[src/rtl/bus_arb_pkg.sv]
// bus_arb_pkg: FSM encoding, sizing constants and index helper shared by bus_arbiter.
package bus_arb_pkg;
   localparam int MAX_MASTERS = 4;
   localparam int HOLD_W = 16;
   typedef enum logic [1:0] {IDLE, OWNED, TURNAROUND} state_t;
   function automatic logic [1:0] oh2idx(input logic [MAX_MASTERS-1:0] oh);
      oh2idx = {oh[3] | oh[2], oh[3] | oh[1]};
   endfunction
endpackage

[src/rtl/bus_arb_picker.sv]
// bus_arb_picker: combinational one-hot winner selection for bus_arbiter.
// BUS_ARB_FIXED_PRIO_EN selects lowest-index priority; otherwise round-robin after last_owner.
module bus_arb_picker import bus_arb_pkg::*; #(
   parameter int NUM_MASTERS = 2
) (
   input  logic [NUM_MASTERS-1:0] req,
   input  logic [1:0]             last_owner,
   output logic [NUM_MASTERS-1:0] winner
);
   localparam logic [NUM_MASTERS-1:0] ONE = 1;
   logic [NUM_MASTERS-1:0] lo_mask, above, pool;
   assign lo_mask = (ONE << last_owner) | ((ONE << last_owner) - ONE);
   assign above = req & ~lo_mask;
`ifdef BUS_ARB_FIXED_PRIO_EN
   assign pool = req;
`else
   // masters after last_owner first, wrapping to the full request set
   assign pool = |above ? above : req;
`endif
   assign winner = pool & (~pool + ONE);
endmodule

[src/rtl/bus_arbiter.sv]
// bus_arbiter: IDLE/OWNED/TURNAROUND bus arbiter with sticky hold-limit violation flag.
// Define BUS_ARB_FIXED_PRIO_EN for fixed lowest-index priority instead of round-robin.
module bus_arbiter import bus_arb_pkg::*; #(
   parameter int NUM_MASTERS = 2,
   parameter int HOLD_LIMIT = 256
) (
   input  logic                   clk,
   input  logic                   rst,
   input  logic [NUM_MASTERS-1:0] req,
   output logic [NUM_MASTERS-1:0] grant,
   output logic                   bus_busy,
   output logic [1:0]             owner,
   output logic                   hold_err,
   input  logic                   hold_err_clr
);
   localparam logic [HOLD_W-1:0] LIMIT = HOLD_W'(HOLD_LIMIT);
   state_t state, nxt;
   logic [1:0] last_owner, win_idx;
   logic [NUM_MASTERS-1:0] winner;
   logic [HOLD_W-1:0] hold_cnt, hold_inc;
   logic own_req, others, decide, err_set;

   bus_arb_picker #(.NUM_MASTERS(NUM_MASTERS)) u_picker (
      .req(req),
      .last_owner(last_owner),
      .winner(winner)
   );

   always_comb begin
      own_req = |(req & grant);
      others = |(req & ~grant);
      decide = state != OWNED && |req;
      win_idx = oh2idx(MAX_MASTERS'(winner));
      hold_inc = hold_cnt == LIMIT ? hold_cnt : hold_cnt + HOLD_W'(1);
      // flag raised on the edge that completes the HOLD_LIMIT-th owned cycle
      err_set = state == OWNED && LIMIT != '0 && hold_inc == LIMIT && others;
      nxt = state == OWNED ? (own_req ? OWNED : TURNAROUND) : (|req ? OWNED : IDLE);
   end

   always_ff @(posedge clk or negedge rst)
      if (!rst) begin
         state <= IDLE;
         grant <= '0;
         bus_busy <= 1'b0;
         owner <= 2'd0;
         last_owner <= 2'(NUM_MASTERS - 1);
         hold_cnt <= '0;
         hold_err <= 1'b0;
      end else begin
         state <= nxt;
         bus_busy <= nxt == OWNED;
         hold_err <= err_set | (hold_err & ~hold_err_clr);
         if (decide) begin
            grant <= winner;
            owner <= win_idx;
            last_owner <= win_idx;
            hold_cnt <= '0;
         end else if (state == OWNED) begin
            hold_cnt <= hold_inc;
            if (!own_req) grant <= '0;
         end
      end
endmodule

[config.mk]
export PLATFORM = sky130hd
export DESIGN_NAME = bus_arbiter
export DESIGN_NICKNAME = d
export VERILOG_FILES = /design/src/rtl/bus_arb_pkg.sv /design/src/rtl/bus_arb_picker.sv /design/src/rtl/bus_arbiter.sv
export SDC_FILE = /design/constraint.sdc
export NUM_CORES = 1
export LEC_CHECK = 0
export CAP_MARGIN = 20
export CORE_MARGIN = 8
export CORE_UTILIZATION = 40
export DETAILED_ROUTE_END_ITERATION = 12
export SLEW_MARGIN = 20
export SYNTH_ARGS = -nofsm -noshare
export SYNTH_HDL_FRONTEND = slang
export SYNTH_SLANG_ARGS = --single-unit
export TNS_END_PERCENT = 50
[constraint.sdc]
create_clock -name clk -period 4.1 [get_ports clk]
set_clock_uncertainty 0.05 [all_clocks]
set_input_delay 1.23 -clock clk [delete_from_list [all_inputs] [get_ports clk]]
set_output_delay 1.23 -clock clk [all_outputs]
set_load 0.01 [all_outputs]
* After elaboration in Yosys (flattened, before gate mapping)
Cells that the tools add are included. Widths: inputs -> output; s select.
Word-level totals: register bits 24, input bits 5, output and inout port bits 6, logic and storage cells 47
Cells by class: add/sub/neg operators 3, equal/unequal tests 6, shift operators 1, muxes and demuxes 10, bitwise logic cells 11, reductions and logical operators 9
Operators by type and width (number):
- $mux 16 | 3
- $eq 16x9->1 const B | 2
- $add 16x1->16 const B | 1
- $mux 2 | 6
- $and 2x2->2 | 4
- $reduce_or 2->1 | 4
- $not 2->2 | 3
- $eq 2x1->1 const B | 2
- $ne 2x1->1 const B | 2
- $logic_and 1x1->1 | 3
- $add 2x1->2 const B | 1
- $or 2x2->2 | 1
- $reduce_and 2->1 | 1
- $reduce_bool 2->1 | 1
- $shl 1x1->2 const A | 1
- $sub 2x1->2 const B | 1
- $and 1x1->1 | 1
- $mux 1 | 1
- $not 1->1 | 1
- $or 1x1->1 | 1

* Longest topological paths before layout
Gate-level depths: netlist of run 1.
word-level depth 11, mapped depth 7, mapped depth without buffers 7

* Cells and area by module
Synthesis of run 1 repeated with hierarchy kept, for this count alone.
Second synthesis, totals: cells, all modules 179, area, all modules 1537.7 sq um
Modules (own cells, without submodules):
- bus_arbiter | instances 1, cells each 175, area each 1515.2 sq um, sequential area each 601.8 sq um
- bus_arb_picker | instances 1, cells each 4, area each 22.5 sq um, sequential area each 0.0 sq um

* Worst setup path after synthesis of run 1
No wires, ideal clock.
kind input to register, start point input port req[1], end point register hold_cnt[5], library setup time 110 ps, arrival time 2162 ps, data required time 3940 ps, slack 1778 ps, stages on the path 4, path buffers 1, cell sequence nor3_1 clkbuf_1 o21ai_0 o41ai_1
On the way: longest elaborated chain between the ends 3, elaborated cells between the ends (all ways) 4, classes of those cells mux (1); reduce/logical (3)
Ends and longest elaborated chain:
- start, declared | line bus_arbiter.sv:9 | input logic [NUM_MASTERS-1:0] req,
- $reduce_or 2->1 * | line bus_arbiter.sv:32 | decide = state != OWNED && |req;
- $logic_and 1x1->1 * | line bus_arbiter.sv:32
- $mux 16 / $reduce_bool 2->1 (equally long branches)
- end signal, assigned | line bus_arbiter.sv:59 | hold_cnt <= hold_inc;
- end, declared | line bus_arbiter.sv:20 | logic [HOLD_W-1:0] hold_cnt, hold_inc;
Every way passes the cells marked *; elsewhere a longest branch is shown, timed or not. A chain may end at the register's enable or synchronous reset.

* Worst setup path after layout of run 1
start point register grant[0], end point output port grant[0]
RTL lines:
- start, declared | line bus_arbiter.sv:10 | output logic [NUM_MASTERS-1:0] grant,
- start signal, assigned | line bus_arbiter.sv:54 | grant <= winner;
No word-level cell between the ends.

==> flow_summary.toml, run 1 <==
[status]
status = "finished clean"

[logic_synthesis]
syn_avg_cell_area_sq_um = 9.05
yosysUniqueCellTypes = 42
ys_seq_elements = 24
syn_nets = 180
synth_seq_area_share_pct = 38.4
mappedNetlistArea_sq_um = 1570
synthCells = 173
yosysWarnings = 0

[critical_path]
cp_max_fo = 6
crit_path_end_kind = "output pin"
critical-path-max-stage-delay_ps = 570
reg2reg_depth = 5
crit_arrival_ps = 1270
ff2ff_setup_slack_ps = 1760
worstPathCellList = "clkdlybuf4s50_1"
critical-path-top-delay-family = "buffers and inverters"
crit_type = "reg2out"
regToRegEndpoint = "hold_err"
start_kind = "flop"
r2r-start = "state[1]"
path_buf_inv = 1
slowest_stage = "clkdlybuf4s50_1"
critPathRequiredTime_ps = 2820

[layout]
drive_gt1_share_pct = 8.99
num_antenna_cells = 0
utilization_pct = 44.6
fin_area_sq_um = 1660
final_nets = 186
area_growth_syn_to_layout_pct = 5.84

[die]
num_rows = 22
dieArea_sq_um = 6170
die_w_um = 78.6
floorplan.initialDensity_pct = 42.1
coreArea_sq_um = 3720
die_height_um = 78.6
io-pin-count = 11

[pwr]
p_seq_share_pct = 41.4
p_leak_nw = 0.678
sw_frac_of_total_pct = 39.5
p_per_area_nw_per_um2 = 491
p_int_uw = 493
switchingPower_uw = 321
pwr-share-comb_pct = 40.7
peakVddDrop_mv = 0.449
pwr-share-clk_pct = 17.8
total_power_uw = 814

[clocking]
post_cts_resize_count = 0
max-clock-path-buffers = 2
clk_latency_ps = 270
htree_levels = 1
cts_buffers = 3
postCtsSetupBuffers = 0
clkTransAtPathRegs_ps = 90
root_buffer = "clkbuf_8"
ctsHoldBuffers = 0
cts_tree = "done"
cts_num_sinks = 24

[place]
place_hpwl_um = 2440
pre_cts_ws_ps = 1310
port_buffers = 9
place_area_sq_um = 1610
gp_congestion = 0.820

[sta]
max_freq_mhz = 392
finalMaxSlewViolations = 0
slew_headroom_pct = 40.4
worst_slack_ps = 1550
period_needed_ps = 2550
tns_ps = 0
worst-slew-pin-transition_ps = 894
fin_crit_sh_pct = 62.3
hold_viol_final = 0
rsz0062_at_grt = "no"
setup_viol = 0

[drt]
drt-total-wl_um = 3480
drtIter0Drc = 145
drc_errors = 0
vias_per_cell = 5.78
vias = 1306
postRouteAntennaNets = 0
first_pass_iters = 4
wl_per_cell_um = 15.4

[min_path]
min_path_cells = 2
hp-class = "reg2reg"
hold_start = "owner[0]"
hold_path_end = "owner[0]"

[global_routing]
grt_pass1_wl_um = 5900
grt_pass1_vias = 1280
grt_max_degree = 25
grt_overflow = 0
antenna_found_initial = 0
track_usage_pct = 11.6

[flow_run]
cap_violations = 0
[area by class of cell]
type | count | area [sq um]
fill | 370 | 2060
tap | 48 | 60.1
timing repair buffer | 13 | 120
multi-input combinational | 130 | 803
clock buffer | 4 | 45.0
sequential | 24 | 602
inverter | 7 | 26.3
[Yosys cell counts, drive strengths merged]
master	count	area, sq um
nand4	7	58.8
buf	2	18.8
or2	1	6.26
conb	1	3.75
dfstp	1	26.3
a22oi	1	7.51
ha	2	25.0
nor2b	1	6.26
o21ai	24	120
nor2	13	48.8
nor4	5	46.3
xor2	3	26.3
a2111oi	1	8.76
nand3	9	45.0
nor4b	1	15.0
and3	1	6.26
o2111ai	1	8.76
or4b	1	13.8
nand2b	2	12.5
dfrtp	23	576
inv	7	26.3
o2111a	2	22.5
and4	1	10.0
a31oi	5	31.3
bufbuf	2	65.1
o41ai	1	8.76
a21oi	10	50.1
o31ai	2	20.0
a22o	1	8.76
nand2	20	75.1
nor3	3	15.0
clkbuf	8	50.1
xnor2	3	26.3
mux2i	2	20.0
o21a	1	7.51
nand4b	1	23.8
o22ai	4	25.0
[placed cells by master, fill, tap and decap left out, drive strengths merged, types with 2 or more instances in the layout]
cell,count
xnor2,3
nor2,13
buf,4
xor2,3
a31oi,5
nor4,5
nand3,9
nand2,20
clkdlybuf4s50,9
ha,2
o31ai,2
nand4,7
clkbuf,4
o2111a,2
dfrtp,23
o22ai,4
a21oi,10
inv,7
mux2i,2
nand2b,2
o21ai,24
nor3,3
[worst max path at each step]
stage / startpoint / slack (ps) / end / cells after the start
floorplan: req[1] / 1780 / hold_cnt[5] / 4
global placement: req[0] / 1380 / hold_err / 6
detailed placement: req[0] / 1310 / hold_err / 6
CTS: grant[0] / 1530 / grant[0] / 1
global route: grant[0] / 1480 / grant[0] / 1
finish: grant[0] / 1550 / grant[0] / 1
[routing by layer]
metal	GRT usage, %	vias up	part of all wire (%)	wire [um]
met5	0	-	0	0
met4	3.89	0	1.5	52
met3	2.62	5	4.9	170
met2	19.8	24	48	1680
met1	14.0	637	45	1580
li1	-	640	-	-
[metrics by stage]
stage               std cells  hold slack (ps)
finish                    226              494
global placement          222              463
global route              226              525
floorplan                 173              454
detailed placement        222              469
CTS                       226              490
[power by group through the flow]
stage	combinational (mW)	sequential [mW]	clock, mW
detailed placement	0.335	0.341	0
finish	0.332	0.337	0.145
global placement	0.324	0.337	0
global route	0.367	0.346	0.157
CTS	0.336	0.336	0.150
floorplan	0.243	0.332	0
[cells by family (layout without fill, tap and decap cells)]
group	count (synthesis)	count (layout)	synth area share, %
AOI/OAI and AO/OA	53	53	20.4
xor gates and xnor gates	6	6	3.36
adders and majority gates	2	2	1.60
buffers and inverters	19	24	10.2
DFF	24	24	38.4
muxes	2	2	1.28
other	1	1	0.240
and+or+nand+nor	66	66	24.5
[flip-flops by register name, summed over array words and instances (netlist names)]
| signal | cells |
|---|---|
| hold_cnt | 16 |
| owner | 1 |
| bus_busy | 1 |
| grant | 2 |
| hold_err | 1 |
| state | 2 |
| last_owner | 1 |
No activity file was read; power rests on OpenSTA's default activity.
==> inputs of run 2 (changes only) <==
Clock period 4.1 ns to 2.2 ns, I/O delays scaled along.
==> flow_summary.toml, run 2 (same netlist as run 1, synthesis figures left out) <==
[status]
status = "finished clean"

[drt]
vias_per_cell = 5.74
vias = 1349
postRouteAntennaNets = 0
drc_errors = 0
wl_per_cell_um = 15.4
drt-total-wl_um = 3620
drtIter0Drc = 74
first_pass_iters = 4

[critical_path]
worstPathCellList = "ha_1, inv_1, a2111oi_1, o2111a_1, o2111ai_1, o31ai_2"
crit_arrival_ps = 2190
start_kind = "flop"
slowest_stage = "dfrtp_1"
cp.depth = 6
critical-path-top-delay-family = "compound AO/OA/AOI/OAI gates"
critical-path-max-stage-delay_ps = 470
path_buf_inv = 1
cp_max_fo = 8
crit_path_end_kind = "flop"
critPathRequiredTime_ps = 2330
crit_type = "reg2reg"
reg2reg_depth = 6

[pwr]
sw_frac_of_total_pct = 38.9
pwr-share-comb_pct = 42.0
p_int_uw = 973
p_per_area_nw_per_um2 = 918
peakVddDrop_mv = 0.634
pwr-share-clk_pct = 19.3
switchingPower_uw = 619
p_leak_nw = 0.730
p_seq_share_pct = 38.7

[place]
placedCellCount = 231
port_buffers = 9
place_hpwl_um = 2670
pre_cts_ws_ps = 152
gp_congestion = 0.859

[global_routing]
grt_pass1_wl_um = 6350
grt_pass1_vias = 1357
antenna_found_initial = 0
grt_overflow = 0
grt_max_degree = 25
track_usage_pct = 12.2

[die]
dieArea_sq_um = 6170
floorplan.initialDensity_pct = 42.1
coreArea_sq_um = 3720
io-pin-count = 11
die_height_um = 78.6
die_w_um = 78.6
num_rows = 22

[clocking]
clk_latency_ps = 260
post_cts_resize_count = 0
htree_levels = 1
cts_num_sinks = 24
postCtsSetupBuffers = 0
cts_tree = "done"
clkTransAtPathRegs_ps = 90
cts_buffers = 3
max-clock-path-buffers = 2
ctsHoldBuffers = 0
root_buffer = "clkbuf_8"

[sta]
worst_slack_ps = 136
hold_ws_ps = 478
finalMaxSlewViolations = 0
rsz0062_at_grt = "no"
hold_viol_final = 0
tns_ps = 0
fin_crit_sh_pct = 93.8
setup_viol = 0
period_needed_ps = 2060
max_freq_mhz = 484

[layout]
layout_common_cells = "o21ai_0 (24), dfrtp_1 (23), nand2_1 (20)"
area_growth_syn_to_layout_pct = 10.9
num_antenna_cells = 0
regMostFlops = "hold_cnt"
largest_reg_flops = 16
reg_top3 = "hold_cnt x16, grant x2, state x2"
final_common_cell = "o21ai_0"
drive_gt1_share_pct = 13.9
final_nets = 195
finish.cell_count_without_fillers = 235

[min_path]
min_path_cells = 2
hp-class = "reg2reg"

[flow_run]
cap_violations = 0
## run 2: changes by cell type in the layout (fill, tap and decap cells not counted), sizes merged
cell,change
buf,+9
## run 2: routing by layer
metal,global-route usage (%),wire length [um]
met1,14.6,1600
met2,21.7,1820
met3,2.73,174
met4,2.78,24
met5,0,0
## run 2: through the flow
stage / power [mW] / area [sq um] / util (%)
3_3_place_gp: 1.26 / 1680 / 45.2
2_1_floorplan: 1.07 / 1570 / -
6_report: 1.59 / 1740 / 46.7
5_1_grt: 1.70 / 1740 / 46.7
4_1_cts: 1.60 / 1730 / 46.7
3_5_place_dp: 1.29 / 1680 / 45.2
## run 2: final timing paths
| path | start | end | slack (ps) |
|---|---|---|---|
| worst min-delay path | owner[0] | owner[0] | 480 |
| worst max register to register | hold_cnt[0] | hold_err | 140 |
| max in group asynchronous | rst | last_owner[0] | 1110 |
| worst min register to register | owner[0] | owner[0] | 480 |
| worst max-delay path | hold_cnt[0] | hold_err | 140 |
| min in group asynchronous | rst | hold_cnt[15] | 690 |
## run 2: area by class of cell
cell class	count	area, sq um
Sequential cell	24	602
Inverter	7	26.3
Fill cell	378	1980
Clock buffer	4	55.1
Tap cell	48	60.1
Timing Repair Buffer	22	188
Multi-Input combinational cell	130	805
## run 2: worst reg2reg max path, stage by stage, from the launching register on
cell	delay, ps
dfrtp_1	470
ha_1	300
inv_1	140
a2111oi_1	460
o2111a_1	240
o2111ai_1	120
o31ai_2	200
## run 2: power groups by stage
stage          clock network, mW  registers [mW]  logic [mW]
5_1_grt                    0.330           0.632       0.741
2_1_floorplan                  0           0.618       0.452
4_1_cts                    0.313           0.616       0.672
3_5_place_dp                   0           0.622       0.671
6_report                   0.308           0.616       0.669
3_3_place_gp                   0           0.619       0.640
